File: config.mk
export PLATFORM = sky130hd
export DESIGN_NAME = updown_counter_prog
export DESIGN_NICKNAME = d
export VERILOG_FILES = /design/src/rtl/updown_counter_prog.sv
export SDC_FILE = /design/constraint.sdc
export NUM_CORES = 1
export LEC_CHECK = 0
export BUFFER_PORTS_ARGS = -buffer_cell sky130_fd_sc_hd__buf_2
export CAP_MARGIN = 10
export CORE_AREA = 2 2 76 93
export CTS_BUF_LIST = sky130_fd_sc_hd__clkbuf_16
export DETAILED_ROUTE_END_ITERATION = 10
export DIE_AREA = 0 0 78 95
export PLACE_DENSITY = 0.71
export SYNTH_ARGS = -nofsm -noshare
export SYNTH_HDL_FRONTEND = slang
export SYNTH_SLANG_ARGS = --single-unit
File: constraint.sdc
create_clock -name clk -period 3.9 [get_ports clk]
set_input_delay 0.195 -clock clk [delete_from_list [all_inputs] [get_ports clk]]
set_output_delay 0.195 -clock clk [all_outputs]
set_load 0.05 [all_outputs]
File: src/rtl/updown_counter_prog.sv
// Programmable up/down counter: runtime limit, clamped step, load, wrap/saturate policy.
// Latency: one clk edge from inputs to q/ovf/udf; at_max/at_zero are combinational on q and lim.
// Backpressure: none; every enabled rising edge is accepted, en=0 holds the count.
module updown_counter_prog #(
  parameter int WIDTH  = 8,
  parameter int SWIDTH = 4
) (
  input  logic              clk,
  input  logic              rst,
  input  logic              i_en,
  input  logic              i_up,
  input  logic [SWIDTH-1:0] i_step,
  input  logic [WIDTH-1:0]  i_lim,
  input  logic              i_sat,
  input  logic              i_load,
  input  logic [WIDTH-1:0]  i_load_val,
  output logic [WIDTH-1:0]  o_q,
  output logic              o_ovf,
  output logic              o_udf,
  output logic              o_at_max,
  output logic              o_at_zero
);

  localparam int W1 = WIDTH + 1;

  logic [WIDTH-1:0] r_q;
  logic             r_ovf;
  logic             r_udf;

  // All arithmetic is carried one bit wider than the count so sums never truncate.
  logic [W1-1:0]    w_q;
  logic [W1-1:0]    w_lim;
  logic [W1-1:0]    w_lim1;
  logic [W1-1:0]    w_step;
  logic [W1-1:0]    w_s;
  logic [W1-1:0]    w_sum;
  logic [WIDTH-1:0] w_up_wrap;
  logic [WIDTH-1:0] w_dn_wrap;
  logic [WIDTH-1:0] w_up_plain;
  logic [WIDTH-1:0] w_dn_plain;
  logic             w_lim_zero;

  logic [WIDTH-1:0] w_nq;
  logic             w_novf;
  logic             w_nudf;

  assign w_q        = {1'b0, r_q};
  assign w_lim      = {1'b0, i_lim};
  assign w_lim1     = w_lim + W1'(1);
  assign w_step     = {{(W1-SWIDTH){1'b0}}, i_step};
  assign w_s        = (w_step < w_lim) ? w_step : w_lim;
  assign w_sum      = w_q + w_s;
  assign w_up_wrap  = WIDTH'(w_sum - w_lim1);
  assign w_dn_wrap  = WIDTH'(w_q + w_lim1 - w_s);
  assign w_up_plain = WIDTH'(w_sum);
  assign w_dn_plain = WIDTH'(w_q - w_s);
  assign w_lim_zero = (i_lim == '0);

  // Next count and event pulses: load beats enable beats hold.
  // With lim=0 the clamped step is 0, yet a non-zero step still counts as a
  // boundary crossing, so lim=0 is forced onto the overflow/underflow path.
  always_comb begin
    w_nq   = r_q;
    w_novf = 1'b0;
    w_nudf = 1'b0;
    if (i_load) begin
      w_nq = (i_load_val > i_lim) ? i_lim : i_load_val;
    end else if (i_en) begin
      if (r_q > i_lim) begin
        // Limit was lowered under the count: pull back into range.
        w_nq   = i_sat ? i_lim : '0;
        w_novf = 1'b1;
      end else if (i_step != '0) begin
        if (i_up) begin
          if ((w_sum > w_lim) || w_lim_zero) begin
            w_nq   = (i_sat || w_lim_zero) ? i_lim : w_up_wrap;
            w_novf = 1'b1;
          end else begin
            w_nq = w_up_plain;
          end
        end else begin
          if ((w_s > w_q) || w_lim_zero) begin
            w_nq   = (i_sat || w_lim_zero) ? '0 : w_dn_wrap;
            w_nudf = 1'b1;
          end else begin
            w_nq = w_dn_plain;
          end
        end
      end
    end
  end

  // Count and pulse registers, cleared asynchronously by active-low reset.
  always_ff @(posedge clk or negedge rst) begin
    if (!rst) begin
      r_q   <= '0;
      r_ovf <= 1'b0;
      r_udf <= 1'b0;
    end else begin
      r_q   <= w_nq;
      r_ovf <= w_novf;
      r_udf <= w_nudf;
    end
  end

  assign o_q       = r_q;
  assign o_ovf     = r_ovf;
  assign o_udf     = r_udf;
  assign o_at_max  = (r_q == i_lim);
  assign o_at_zero = (r_q == '0);

endmodule

==> flow_summary.html <==
<table>
<tr><th>Metric</th><th>Value</th></tr>
<tr><th colspan="2">Setup path</th></tr>
<tr><td>Top fanout value on the critical path</td><td>4</td></tr>
<tr><td>R2R Setup Slk</td><td>0.18 ns</td></tr>
<tr><td>Worst-path cell chain</td><td>buf_6 -&gt; or4_4 -&gt; nor2_4 -&gt; mux2_4 -&gt; ha_4 -&gt; buf_4 -&gt; a21oi_4 -&gt; o221ai_2 -&gt; o41ai_2 -&gt; xor2_1 -&gt; ha_2 -&gt; or4_4 -&gt; a211oi_2 -&gt; o21ai_1 -&gt; nand2b_4 -&gt; mux2_4 -&gt; a221oi_2 -&gt; o32ai_2</td></tr>
<tr><td>Critical Setup Path Class</td><td>in2reg</td></tr>
<tr><td>Required time at the worst-slack endpoint</td><td>4.00 ns</td></tr>
<tr><td>Worst Setup End Kind</td><td>register</td></tr>
<tr><td>Arrival time reported for the critical path endpoint</td><td>4.37 ns</td></tr>
<tr><td>Endpoint of the worst register-to-register path</td><td>o_q[7]$_DFFE_PN0P_</td></tr>
<tr><td>Max stage delay cell, worst path</td><td>sky130_fd_sc_hd__or4_4</td></tr>
<tr><td>Termination of the worst setup path</td><td>o_q[7]$_DFFE_PN0P_</td></tr>
<tr><td>Beginning of the critical path</td><td>i_lim[6]</td></tr>
<tr><td>Delay contributed by the slowest stage of the critical path</td><td>0.58 ns</td></tr>
<tr><td>FF-to-FF Start</td><td>o_q[1]$_DFFE_PN0P_</td></tr>
<tr><td>Element type at the critical path start</td><td>primary input</td></tr>
<tr><td>Depth of the most critical reg-to-reg path</td><td>14</td></tr>
<tr><th colspan="2">Floorplan</th></tr>
<tr><td>Die Footprint</td><td>0.007410 sq mm</td></tr>
<tr><td>Ports placed on the boundary</td><td>38</td></tr>
<tr><td>Die span in x</td><td>78 um</td></tr>
<tr><td>Effective utilization at floorplan</td><td>47.99%</td></tr>
<tr><td>Floorplan core area</td><td>0.006606 sq mm</td></tr>
<tr><td>Vertical die dimension</td><td>95 um</td></tr>
<tr><td>Cell Rows</td><td>33</td></tr>
<tr><th colspan="2">Hold path</th></tr>
<tr><td>Worst min-delay path category</td><td>in2reg</td></tr>
<tr><th colspan="2">Power</th></tr>
<tr><td>Leak Pwr</td><td>2.089 nW</td></tr>
<tr><td>Total Power</td><td>4.139 mW</td></tr>
<tr><td>Cell Pwr Density</td><td>959.1 mW/mm^2</td></tr>
<tr><td>VDD IR-drop max</td><td>0.0005699 V</td></tr>
<tr><th colspan="2">Run</th></tr>
<tr><td>Count of max-cap constraint violations</td><td>0</td></tr>
<tr><th colspan="2">Synthesis</th></tr>
<tr><td>Multiplexer area fraction after synthesis</td><td>5.446%</td></tr>
<tr><td>Post-synthesis cell area</td><td>0.003171 sq mm</td></tr>
<tr><td>Parity-gate share of the synthesized area counting xor and xnor cells</td><td>8.840%</td></tr>
<tr><td>Mapped Cells</td><td>394</td></tr>
<tr><td>Number of flops mapped to enable cells by yosys</td><td>0</td></tr>
<tr><td>Average instance area after synthesis</td><td>8.047 sq um</td></tr>
<tr><td>Area fraction in and, or, nand and nor cells after synthesis</td><td>18.86%</td></tr>
<tr><td>Number of storage elements in the synthesis netlist</td><td>10</td></tr>
<tr><td>Post-synthesis compound-gate area fraction</td><td>21.98%</td></tr>
<tr><td>Register area share after synthesis</td><td>7.893%</td></tr>
<tr><td>Yosys cell types</td><td>61</td></tr>
<tr><td>Commonest register cell after synthesis</td><td>sky130_fd_sc_hd__dfrtp_1</td></tr>
<tr><td>Synth Area in Adders</td><td>29.99%</td></tr>
<tr><td>Combinational family with the most area after synthesis</td><td>adder cells</td></tr>
<tr><td>Fraction of registers with async set or reset after synthesis</td><td>100.0%</td></tr>
<tr><td>Synth warn</td><td>0</td></tr>
<tr><th colspan="2">Timing</th></tr>
<tr><td>Slew @ Worst Pin</td><td>0.6507 ns</td></tr>
<tr><td>Part of the cycle the worst path needs</td><td>109.4%</td></tr>
<tr><td>F_max</td><td>0.2344 GHz</td></tr>
<tr><td>Clock period minus worst slack</td><td>4.267 ns</td></tr>
<tr><td>Worst Setup Slack, final</td><td>-0.3669 ns</td></tr>
<tr><td>Remaining max-slew budget at the tightest pin</td><td>56.62%</td></tr>
<tr><td>Setup repair after global routing missed its margin</td><td>yes</td></tr>
<tr><td>Slew Limit Fails</td><td>0</td></tr>
<tr><td>Worst Clk Skew</td><td>0.006061 ns</td></tr>
<tr><td>Hold Vio Cnt, Final</td><td>0</td></tr>
<tr><td>Count of endpoints failing setup in the final report</td><td>9</td></tr>
<tr><th colspan="2">GRT</th></tr>
<tr><td>GRT Residual Overflow</td><td>0</td></tr>
<tr><td>Maximum number of pins on one net before global-route repair</td><td>18</td></tr>
<tr><td>Global-route wire length before repair</td><td>17040 um</td></tr>
<tr><td>Number of global-route vias before repair</td><td>3526</td></tr>
<tr><td>Initial antenna violation count</td><td>0</td></tr>
<tr><td>GRT Util Overall</td><td>29.21%</td></tr>
<tr><th colspan="2">Outcome</th></tr>
<tr><td>Result of the run</td><td>finished, violations left</td></tr>
<tr><td>Violated checks</td><td>negative setup slack</td></tr>
<tr><th colspan="2">Clocking</th></tr>
<tr><td>Number of CTS-inserted buffers</td><td>3</td></tr>
<tr><td>Bufs on Longest Clock Path</td><td>2</td></tr>
<tr><td>Clock-pin slew reported for the worst setup and hold paths after clock tree synthesis</td><td>0.04 ns</td></tr>
<tr><td>Total number of H-tree levels</td><td>1</td></tr>
<tr><td>CTS root buffer</td><td>sky130_fd_sc_hd__clkbuf_16</td></tr>
<tr><td>Number of sinks handled by clock tree synthesis</td><td>10</td></tr>
<tr><td>Insertion delay to the later sink of the worst-skew pair</td><td>0.24 ns</td></tr>
<tr><td>CTS tree</td><td>built</td></tr>
<tr><th colspan="2">Layout</th></tr>
<tr><td>Count of fill cells added during filler insertion</td><td>576</td></tr>
<tr><td>Non-Filler Cell Area, Final</td><td>0.004315 sq mm</td></tr>
<tr><td>Final core occ</td><td>65.32%</td></tr>
<tr><td>Number of nets at the end of the flow</td><td>598</td></tr>
<tr><td>Layout overhead on the synthesized area</td><td>36.11%</td></tr>
<tr><td>Proportion of layout cells with a drive suffix above 1</td><td>31.14%</td></tr>
<tr><td>Diode count</td><td>0</td></tr>
<tr><th colspan="2">Routing</th></tr>
<tr><td>Iteration-0 DRC count of the detailed router</td><td>152</td></tr>
<tr><td>Average wire length per cell after detail routing</td><td>17.80 um</td></tr>
<tr><td>Via density per instance</td><td>5.741</td></tr>
<tr><td>Post-DRT Antenna Nets</td><td>0</td></tr>
<tr><td>First-pass iteration count of the detailed router</td><td>5</td></tr>
<tr><td>Count of vias placed by the detailed router</td><td>3376</td></tr>
<tr><td>Overall routed net length</td><td>10470 um</td></tr>
<tr><td>DRC</td><td>0</td></tr>
<tr><th colspan="2">Place</th></tr>
<tr><td>Detail Placement HPWL</td><td>8718 um</td></tr>
<tr><td>Instance area at placement</td><td>0.004003 sq mm</td></tr>
<tr><td>Worst slack at placement</td><td>-0.6286 ns</td></tr>
<tr><td>GPL Wtd Cong</td><td>0.9266</td></tr>
<tr><td>Count of input and output buffers</td><td>37</td></tr>
</table>
==> stage by stage <==
step / TNS [ns] / cells / hold slack [ns]
2_1_floorplan: -1.037 / 403 / -0.1006
3_3_place_gp: -4.406 / 570 / 0.07680
3_5_place_dp: -5.040 / 570 / 0.08220
4_1_cts: -1.660 / 584 / 0.2270
5_1_grt: -3.964 / 588 / 0.2677
6_report: -2.665 / 588 / 0.2400
==> cells in the final DEF, fill, tap and decap left out, types with 5 or more instances in the layout <==
| cell type | synthesis | final |
|---|---|---|
| sky130_fd_sc_hd__buf_4 | 0 | 65 |
| sky130_fd_sc_hd__ha_1 | 60 | 52 |
| sky130_fd_sc_hd__inv_1 | 40 | 37 |
| sky130_fd_sc_hd__buf_2 | 0 | 34 |
| sky130_fd_sc_hd__nor2_1 | 29 | 28 |
| sky130_fd_sc_hd__xnor2_1 | 20 | 20 |
| sky130_fd_sc_hd__a21oi_1 | 22 | 20 |
| sky130_fd_sc_hd__nand2_1 | 17 | 17 |
| sky130_fd_sc_hd__o21ai_0 | 18 | 16 |
| sky130_fd_sc_hd__xor2_1 | 12 | 12 |
| sky130_fd_sc_hd__nand2b_1 | 11 | 11 |
| sky130_fd_sc_hd__conb_1 | 2 | 11 |
| sky130_fd_sc_hd__dfrtp_1 | 10 | 10 |
| sky130_fd_sc_hd__nor2b_1 | 10 | 9 |
| sky130_fd_sc_hd__fa_1 | 10 | 9 |
| sky130_fd_sc_hd__a21o_1 | 7 | 7 |
| sky130_fd_sc_hd__nand4_1 | 7 | 7 |
| sky130_fd_sc_hd__a221oi_1 | 7 | 7 |
| sky130_fd_sc_hd__o21a_1 | 6 | 6 |
| sky130_fd_sc_hd__nor3_1 | 8 | 6 |
| sky130_fd_sc_hd__ha_4 | 0 | 6 |
| sky130_fd_sc_hd__mux2_4 | 0 | 5 |
| sky130_fd_sc_hd__o21bai_1 | 5 | 5 |
| sky130_fd_sc_hd__a22oi_1 | 5 | 5 |
| sky130_fd_sc_hd__mux2i_1 | 6 | 5 |
| sky130_fd_sc_hd__buf_6 | 2 | 5 |
==> repair_timing <==
item                                   in CTS  in global routing
pin swaps                                  20                  7
setup endpoints to repair                   9                  9
endpoints found under the hold margin      10                  0
setup buffers                               9                  4
hold buffers                                1                  0
gates resized for setup                    17                 11
==> where the power goes <==
part           leakage (nW)  internal [mW]  switching, mW
sequential            0.123          0.150         0.0618
clock                0.0385          0.135         0.0520
combinational          1.93           1.81           1.93
total                  2.09           2.09           2.05
==> area by class of cell <==
class	count	area, sq um	area share, %
well taps	87	108.9	2.522
repair buffers	107	759.5	17.60
flip-flops and latches	10	250.2	5.799
multi-input cells	340	2955	68.48
clock buffers	3	75.07	1.740
clock inverters	1	3.754	0.08698
inverters	40	162.7	3.769
==> cells by family after synthesis <==
kind of cell / after synthesis
mux: 16
simple gates: 109
xor+xnor: 32
flops: 10
fa+ha+maj: 70
buf+inv: 53
compound gates: 102
other cells: 2
==> critical path: cells and delay by family <==
kind | cells | cell delay, ns
XOR/XNOR | 1 | 0.14
adder cells (fa/ha/maj) | 2 | 0.38
AO/OA/AOI/OAI | 7 | 1.27
multiplexers | 2 | 0.66
buffers and inverters | 2 | 0.23
AND/OR/NAND/NOR | 4 | 1.49
==> synth_stat cells, types with 3 or more instances <==
cell	n	area, sq um
sky130_fd_sc_hd__a22oi_1	5	37.54
sky130_fd_sc_hd__nand2_1	17	63.81
sky130_fd_sc_hd__or3_1	3	18.77
sky130_fd_sc_hd__nand4_1	7	43.79
sky130_fd_sc_hd__a21o_1	7	52.55
sky130_fd_sc_hd__nor2b_1	10	62.56
sky130_fd_sc_hd__o21ai_0	18	90.09
sky130_fd_sc_hd__fa_1	10	200.2
sky130_fd_sc_hd__mux2_2	9	101.4
sky130_fd_sc_hd__nand3_1	4	20.02
sky130_fd_sc_hd__xor2_1	12	105.1
sky130_fd_sc_hd__or4_1	3	22.52
sky130_fd_sc_hd__o21bai_1	5	37.54
sky130_fd_sc_hd__nand2b_1	11	68.82
sky130_fd_sc_hd__dfrtp_1	10	250.2
sky130_fd_sc_hd__o22ai_1	5	31.28
sky130_fd_sc_hd__clkbuf_1	11	41.29
sky130_fd_sc_hd__o21a_1	6	45.04
sky130_fd_sc_hd__o211ai_1	3	22.52
sky130_fd_sc_hd__nor2_1	29	108.9
sky130_fd_sc_hd__inv_1	40	150.1
sky130_fd_sc_hd__a221oi_1	7	61.31
sky130_fd_sc_hd__nor3_1	8	40.04
sky130_fd_sc_hd__nand3b_1	3	22.52
sky130_fd_sc_hd__mux2i_1	6	60.06
sky130_fd_sc_hd__a21oi_1	22	110.1
sky130_fd_sc_hd__ha_1	60	750.7
sky130_fd_sc_hd__xnor2_1	20	175.2
==> layer usage <==
| layer | track usage [%] | part of all wire [%] |
|---|---|---|
| met1 | 35.81 | 41 |
| met3 | 1.530 | 5.0 |
| met4 | 9.503 | 2.9 |
| met2 | 54.53 | 51 |
| met5 | 0 | 0 |
==> worst min-delay path by stage <==
stage,start,end,slack (ns),cells past startpoint
floorplan,rst,o_ovf$_DFF_PN0_,-0.10,0
global placement,rst,o_q[5]$_DFFE_PN0P_,0.08,1
detailed placement,rst,o_q[6]$_DFFE_PN0P_,0.08,1
CTS,i_en,o_ovf$_DFF_PN0_,0.23,3
global route,i_en,o_ovf$_DFF_PN0_,0.27,3
finish,i_en,o_ovf$_DFF_PN0_,0.24,3
==> flip-flops by register name, indices dropped and copies added (netlist names) <==
register / flops
o_q: 8
o_ovf: 1
o_udf: 1
Power figures use the tool's default switching activity.
